`config.mk`:
```
export PLATFORM = sky130hd
export DESIGN_NAME = mdu_sequencer
export DESIGN_NICKNAME = d
export VERILOG_FILES = /design/src/rtl/riscv_defines.sv /design/src/rtl/mdu_iter_unit.sv /design/src/rtl/mdu_sequencer.sv
export SDC_FILE = /design/constraint.sdc
export NUM_CORES = 1
export LEC_CHECK = 0
export CAP_MARGIN = 10
export CORE_UTILIZATION = 45
export DETAILED_ROUTE_END_ITERATION = 10
export GPL_TIMING_DRIVEN = 1
export HOLD_SLACK_MARGIN = 0.06
export PLACE_DENSITY_LB_ADDON = 0.1
export SYNTH_ARGS = -nofsm -noshare
export SYNTH_HDL_FRONTEND = slang
export SYNTH_HIERARCHICAL = 1
export SYNTH_SLANG_ARGS = --single-unit
export TNS_END_PERCENT = 10
```
`constraint.sdc`:
```
create_clock -name clk -period 3.5 [get_ports clk]
set_clock_uncertainty 0.05 [all_clocks]
set_input_delay 0.35 -clock clk [delete_from_list [all_inputs] [get_ports clk]]
set_output_delay 0.35 -clock clk [all_outputs]
set_load 0.02 [all_outputs]
```
`src/rtl/riscv_defines.sv`:
```
// Shared RV32M definitions: MDU operation encodings and the sequencer state type.
package riscv_defines;

  localparam int MDU_OP_WIDTH = 3;

  localparam logic [MDU_OP_WIDTH-1:0] MDU_MUL    = 3'd0;
  localparam logic [MDU_OP_WIDTH-1:0] MDU_MULH   = 3'd1;
  localparam logic [MDU_OP_WIDTH-1:0] MDU_MULHSU = 3'd2;
  localparam logic [MDU_OP_WIDTH-1:0] MDU_MULHU  = 3'd3;
  localparam logic [MDU_OP_WIDTH-1:0] MDU_DIV    = 3'd4;
  localparam logic [MDU_OP_WIDTH-1:0] MDU_DIVU   = 3'd5;
  localparam logic [MDU_OP_WIDTH-1:0] MDU_REM    = 3'd6;
  localparam logic [MDU_OP_WIDTH-1:0] MDU_REMU   = 3'd7;

  typedef enum logic [1:0] {IDLE, CALC, FIX, DONE} mdu_state_e;

  function automatic logic op_is_div(input logic [MDU_OP_WIDTH-1:0] op);
    return op[2];
  endfunction

  function automatic logic op_is_rem(input logic [MDU_OP_WIDTH-1:0] op);
    return op[2] & op[1];
  endfunction

endpackage

```
`src/rtl/mdu_iter_unit.sv`:
```
// Datapath for the MDU: 64-bit accumulator with one shift-add (multiply)
// or one restoring subtract (divide) step per cycle.
module mdu_iter_unit
  import riscv_defines::*;
#(
  parameter int XLEN = 32
) (
  input  logic              clk,
  input  logic              rst_n,
  input  logic              load,
  input  logic              step,
  input  logic              is_div,
  input  logic [XLEN-1:0]   a_i,
  input  logic [XLEN-1:0]   b_i,
  output logic [2*XLEN-1:0] acc_o
);

  logic [2*XLEN-1:0] acc_q, acc_d;
  logic [XLEN-1:0]   m_q, m_d;
  logic [XLEN:0]     mul_sum;
  logic [XLEN+1:0]   div_diff;

  assign acc_o = acc_q;

  // Multiply keeps {hi,multiplier}; divide keeps {remainder,quotient} and m holds the divisor.
  always_comb begin
    mul_sum  = {1'b0, acc_q[2*XLEN-1:XLEN]} + (acc_q[0] ? {1'b0, m_q} : {(XLEN+1){1'b0}});
    div_diff = {1'b0, acc_q[2*XLEN-1:XLEN-1]} - {2'b00, m_q};
    acc_d    = acc_q;
    m_d      = m_q;
    if (load) begin
      m_d   = is_div ? b_i : a_i;
      acc_d = {{XLEN{1'b0}}, (is_div ? a_i : b_i)};
    end else if (step) begin
      if (is_div) begin
        if (div_diff[XLEN+1]) begin
          acc_d = {acc_q[2*XLEN-2:0], 1'b0};
        end else begin
          acc_d = {div_diff[XLEN-1:0], acc_q[XLEN-2:0], 1'b1};
        end
      end else begin
        acc_d = {mul_sum, acc_q[XLEN-1:1]};
      end
    end else begin
      acc_d = acc_q;
    end
  end

  always_ff @(posedge clk) begin
    if (!rst_n) begin
      acc_q <= {(2*XLEN){1'b0}};
      m_q   <= {XLEN{1'b0}};
    end else begin
      acc_q <= acc_d;
      m_q   <= m_d;
    end
  end

endmodule

```
`src/rtl/mdu_sequencer.sv`:
```
// RV32M multi-cycle sequencer: accepts an MDU op, runs 32 iterations in
// mdu_iter_unit, applies sign correction and returns a tagged result.
module mdu_sequencer
  import riscv_defines::*;
#(
  parameter int XLEN   = 32,
  parameter int ITER_W = 5
) (
  input  logic                    clk,
  input  logic                    rst_n,
  input  logic                    valid_i,
  input  logic [MDU_OP_WIDTH-1:0] mdu_op_i,
  input  logic [XLEN-1:0]         op_a_i,
  input  logic [XLEN-1:0]         op_b_i,
  input  logic [4:0]              rd_i,
  input  logic                    kill_i,
  output logic                    ready_o,
  output logic                    busy_o,
  output logic                    result_valid_o,
  output logic [XLEN-1:0]         result_o,
  output logic [4:0]              result_rd_o
);

  localparam logic [XLEN-1:0] ALL_ONES = {XLEN{1'b1}};
  localparam logic [XLEN-1:0] MIN_INT  = {1'b1, {(XLEN-1){1'b0}}};

  mdu_state_e              state_q, state_d;
  logic [ITER_W-1:0]       cnt_q, cnt_d;
  logic [MDU_OP_WIDTH-1:0] op_q, op_d, op_n;
  logic [4:0]              rd_q, rd_d, result_rd_q, result_rd_d;
  logic                    sign_a_q, sign_a_d, sign_b_q, sign_b_d;
  logic [XLEN-1:0]         result_q, result_d;
  logic                    a_signed, b_signed, a_neg, b_neg;
  logic                    div_zero, div_ovf, special, accept;
  logic [XLEN-1:0]         a_mag, b_mag, special_res, fix_res, quot, rem;
  logic [2*XLEN-1:0]       acc, prod_fix;
  logic                    iter_load, iter_step, iter_is_div;

  assign ready_o        = (state_q == IDLE) || (state_q == DONE);
  assign busy_o         = (state_q == CALC) || (state_q == FIX);
  assign result_valid_o = (state_q == DONE) && !kill_i;
  assign result_o       = result_q;
  assign result_rd_o    = result_rd_q;
  assign accept         = valid_i && ready_o && !kill_i;

  // Decode the incoming op: signedness, magnitudes and divide special cases.
  always_comb begin
    case (mdu_op_i)
      MDU_MUL, MDU_MULH, MDU_MULHSU, MDU_MULHU,
      MDU_DIV, MDU_DIVU, MDU_REM, MDU_REMU: op_n = mdu_op_i;
      default:                              op_n = MDU_MUL;
    endcase
    a_signed = (op_n == MDU_MULH) || (op_n == MDU_MULHSU) || (op_n == MDU_DIV) || (op_n == MDU_REM);
    b_signed = (op_n == MDU_MULH) || (op_n == MDU_DIV) || (op_n == MDU_REM);
    a_neg    = a_signed && op_a_i[XLEN-1];
    b_neg    = b_signed && op_b_i[XLEN-1];
    a_mag    = a_neg ? -op_a_i : op_a_i;
    b_mag    = b_neg ? -op_b_i : op_b_i;
    div_zero = op_is_div(op_n) && (op_b_i == {XLEN{1'b0}});
    div_ovf  = ((op_n == MDU_DIV) || (op_n == MDU_REM)) && (op_a_i == MIN_INT) && (op_b_i == ALL_ONES);
    special  = div_zero || div_ovf;
    if (div_zero) begin
      special_res = op_is_rem(op_n) ? op_a_i : ALL_ONES;
    end else if (div_ovf) begin
      special_res = op_is_rem(op_n) ? {XLEN{1'b0}} : MIN_INT;
    end else begin
      special_res = {XLEN{1'b0}};
    end
  end

  // Sign correction and result-word selection once the iterations are done.
  always_comb begin
    quot     = acc[XLEN-1:0];
    rem      = acc[2*XLEN-1:XLEN];
    prod_fix = (sign_a_q ^ sign_b_q) ? -acc : acc;
    case (op_q)
      MDU_MULH, MDU_MULHSU, MDU_MULHU: fix_res = prod_fix[2*XLEN-1:XLEN];
      MDU_DIV, MDU_DIVU:               fix_res = (sign_a_q ^ sign_b_q) ? -quot : quot;
      MDU_REM, MDU_REMU:               fix_res = sign_a_q ? -rem : rem;
      default:                         fix_res = acc[XLEN-1:0];
    endcase
  end

  // Next-state logic; kill overrides everything including completion.
  always_comb begin
    state_d     = state_q;
    cnt_d       = cnt_q;
    op_d        = op_q;
    rd_d        = rd_q;
    sign_a_d    = sign_a_q;
    sign_b_d    = sign_b_q;
    result_d    = result_q;
    result_rd_d = result_rd_q;
    if (kill_i) begin
      state_d = IDLE;
    end else begin
      case (state_q)
        IDLE, DONE: begin
          if (accept) begin
            op_d     = op_n;
            rd_d     = rd_i;
            sign_a_d = a_neg;
            sign_b_d = b_neg;
            if (special) begin
              state_d     = DONE;
              result_d    = special_res;
              result_rd_d = rd_i;
            end else begin
              state_d = CALC;
              cnt_d   = {ITER_W{1'b0}};
            end
          end else begin
            state_d = IDLE;
          end
        end
        CALC: begin
          cnt_d   = cnt_q + {{(ITER_W-1){1'b0}}, 1'b1};
          state_d = (cnt_q == {ITER_W{1'b1}}) ? FIX : CALC;
        end
        FIX: begin
          result_d    = fix_res;
          result_rd_d = rd_q;
          state_d     = DONE;
        end
        default: state_d = IDLE;
      endcase
    end
  end

  assign iter_load   = accept && !special;
  assign iter_step   = (state_q == CALC);
  assign iter_is_div = accept ? op_is_div(op_n) : op_is_div(op_q);

  mdu_iter_unit #(.XLEN(XLEN)) u_iter (
    .clk    (clk),
    .rst_n  (rst_n),
    .load   (iter_load),
    .step   (iter_step),
    .is_div (iter_is_div),
    .a_i    (a_mag),
    .b_i    (b_mag),
    .acc_o  (acc)
  );

  always_ff @(posedge clk) begin
    if (!rst_n) begin
      state_q     <= IDLE;
      cnt_q       <= {ITER_W{1'b0}};
      op_q        <= MDU_MUL;
      rd_q        <= 5'd0;
      sign_a_q    <= 1'b0;
      sign_b_q    <= 1'b0;
      result_q    <= {XLEN{1'b0}};
      result_rd_q <= 5'd0;
    end else begin
      state_q     <= state_d;
      cnt_q       <= cnt_d;
      op_q        <= op_d;
      rd_q        <= rd_d;
      sign_a_q    <= sign_a_d;
      sign_b_q    <= sign_b_d;
      result_q    <= result_d;
      result_rd_q <= result_rd_d;
    end
  end

endmodule

```
==> results.md <==
- Status: finished, final reports clean
- Core region area: around 35000 um^2
- Pin count of the biggest net entering global routing: 85
- Worst Path Buf+Inv: 2
- Peak supply drop: around 0.36 mV
- Clock latency on the worst-skew pair: around 0.46 ns
- Die span in y: 190 um
- Final Cycle Share: 0.981
- Fin. max-slew vios: 0
- Final Non-Filler Cells: 2865
- Initial Utilization: 0.459
- # port buffers: between 100 and 150
- Mapped cell area: between 15000 and 20000 um^2
- Setup bufs post-CTS: 0
- Grt total ovfl: 0
- Global Route Usage Sum: 0.381
- DR vias: approximately 18000
- Count leader, synth: nand2_1
- Max-slew headroom: 0.382
- Top Family by Delay on Critical Path: simple AND/OR/NAND/NOR gates
- Power per cell area: around 320 nW/um^2
- Worst hold stages: 2
- Maximum root-to-sink buffer count: 2
- Biggest area consumer among synthesized cells: dfxtp_1
- Cell repeated most along the worst path: or4_4
- Commonest cells in the synthesized netlist: 228 x nand2_1, 192 x a21oi_1, 184 x nor2_1, 150 x dfxtp_1, 138 x o21ai_0
- Final setup violation count: 0
- Critical-path top delay cell: or4_4
- CP arrival: between 3 and 4 ns
- Yosys warns: 6
- Reg-to-Reg Start: u_iter/acc_o[12]$_SDFFE_PN0P_
- CTS tree: built
- # IOs: ~120
- FP Rows: between 60 and 70
- Top_reg_cell synth: dfxtp_1
- Worst Hold Launch: rst_n
- Lkg Pwr: 8.37 nW
- CTS clk-pin slew, worst paths: ~0.060 ns
- Top cell type's share of synthesized area: 0.189
- Hold buffer count at cts: 0
- ANT nets after route: 0
- Post-DP HPWL: 56000 um
- Initial antenna violation count: 1
- Drt first pass iters: 6
- DR vias/cell: 6.41
- Routability cong.: roughly 1.1
- Max_cap viols: 0
- Die area: about 36000 um^2
- Crit-path cells: clkdlybuf4s50_1 -> or4_4 -> or3_4 -> or4_1 -> or4_4 -> nand2_1 -> nor2_4 -> nor2b_1 -> buf_4 -> o21ai_0 -> a211oi_1
- Synth Register Bits: 150
- Max Clk Rate: about 290 MHz
- Ys async rst share: 0
- Worst r2r dst: result_o[19]$_SDFFE_PN0P_
- Sw frac: 0.397
- Net Switching: roughly 2.5 mW
- Crit-path max FO: 11
- Nets@finish: between 2000 and 3000
- Final hold vios: 0
- Startpoint class of the critical path: input pin
- WP data required: about 3.8 ns
- Sequential power share: 0.301
- EDFF count, synth: 0
- CP max stage delay: 0.58 ns
- Worst slew pin tran: 0.915 ns
- Cells after DPL: about 2800
- Area Growth Syn to Fin: 22.6%
- Logic pwr share: 0.395
- Internal power: 3.77 mW
- Reg-to-reg slack, setup: about 0.080 ns
- Initial DRC count: ~2400
- Synthesized area per cell: around 7.3 um^2
- CP endpoint kind: flop
- WL/cell: between 20 and 25 um
- Final wirelength: approximately 70000 um
- Worst Path Class, Setup: in -> reg
- First-pass GRT wire length: a little over 100000 um
- Tmin final: roughly 3.4 ns
- Distinct cells, synth: 87
- Die Wd: around 190 um
- Clk root buf: clkbuf_16
- Cells after synthesis: approximately 2200
- Gates resized, CTS repair: 0
- Pwr Total: approximately 6.3 mW
- RSZ-0062 raised after global routing: yes
- DRC Markers: 0
- Htree depth: 4
- Clk pwr share: 0.304
- Clock buffer count from CTS: 17
- WHS Endpoint: result_o[4]$_SDFFE_PN0P_
- CTS Sinks: 150
- Utilization after layout: 0.563
- R2R depth: 7
- Dominant cells by area after synthesis: dfxtp_1 19%, mux2i_1 7.5%, a21oi_1 6.0%
- Hold Crit Class: in -> reg
- Sequential fraction of the synthesis area: 0.189
- Share of post-route cells with drive strength above 1: 0.130
- Syn Nets: roughly 2300
- Number of global-route vias before repair: roughly 17000
cell families (layout without fill, tap and decap cells):
family / after synthesis / count (layout) / share of synthesized area
other: 0 / 1 / 0
buffers and inverters: 216 / 441 / 0.0533
adder cells (fa/ha/maj): 76 / 76 / 0.0607
AO/OA/AOI/OAI: 720 / 720 / 0.306
multiplexers: 128 / 128 / 0.0816
XOR/XNOR: 161 / 161 / 0.0886
flip-flops: 150 / 150 / 0.189
AND/OR/NAND/NOR: 733 / 733 / 0.222
cell type report:
| type | count | area [um^2] |
|---|---|---|
| sequential | 150 | 3000 |
| timing repair buffer | 341 | 2980 |
| antenna | 1 | 2.50 |
| multi-input combinational | 1818 | 12100 |
| clock inverter | 15 | 160 |
| tap | 455 | 569 |
| fill | 3419 | 15200 |
| inverter | 68 | 255 |
| clock buffer | 17 | 425 |
power groups by stage:
stage	sequential [mW]	clock (mW)	combinational, mW
6_report	1.88	1.90	2.48
5_1_grt	1.89	2.00	2.62
4_1_cts	1.88	1.92	2.40
3_5_place_dp	1.92	0	2.39
3_3_place_gp	1.92	0	2.38
2_1_floorplan	1.91	0	1.41
cell usage in the layout (no fill, tap or decap), types with 44 or more instances in the layout:
cell type,netlist,routed
nand2_1,228,227
buf_4,3,216
a21oi_1,192,191
nor2_1,184,182
dfxtp_1,150,150
o21ai_0,138,136
mux2i_1,120,120
clkdlybuf4s50_1,0,114
xnor2_1,85,84
xor2_1,76,76
ha_1,74,73
inv_1,67,67
o211a_1,66,66
a31oi_1,55,55
nand3_1,45,45
and2_1,44,44
stage by stage:
stage	TNS (ns)	hold slack [ns]	setup WS (ns)	area, um^2
2_1_floorplan	0	0.386	0.235	15900
3_3_place_gp	-15.06	0.392	-0.278	18900
3_5_place_dp	-18.63	0.399	-0.315	18900
4_1_cts	0	0.292	0.0980	19500
5_1_grt	-0.000368	0.307	-0.000368	19500
6_report	0	0.317	0.0674	19500
registers in the layout, indices dropped and copies added, names as in the netlist:
signal / cells
result_rd_o: 5
cnt_q: 5
rd_q: 5
op_q: 3
u_iter/acc_o: 64
sign_a_q: 1
u_iter/m_q: 32
sign_b_q: 1
result_o: 32
state_q: 2
worst max-delay path by stage:
stage	cells past startpoint	start	end
finish	11	op_a_i[15]	u_iter/acc_o[61]$_SDFFE_PP0P_
global route	14	u_iter/acc_o[0]$_SDFFE_PN0P_	u_iter/acc_o[63]$_SDFFE_PP0P_
CTS	13	u_iter/acc_o[0]$_SDFFE_PN0P_	u_iter/acc_o[61]$_SDFFE_PP0P_
detailed placement	11	op_a_i[15]	u_iter/acc_o[56]$_SDFFE_PP0P_
global placement	11	op_a_i[15]	u_iter/acc_o[56]$_SDFFE_PP0P_
floorplan	13	u_iter/acc_o[0]$_SDFFE_PN0P_	u_iter/acc_o[61]$_SDFFE_PP0P_
metal layers:
layer / up-vias / routed length (um) / global-route usage
li1: 8529 / - / -
met1: 8755 / 30800 / 0.528
met2: 936 / 30000 / 0.576
met3: 139 / 6350 / 0.0745
met4: 0 / 2900 / 0.150
met5: - / 0 / 0
No activity file was read; power rests on OpenSTA's default activity.
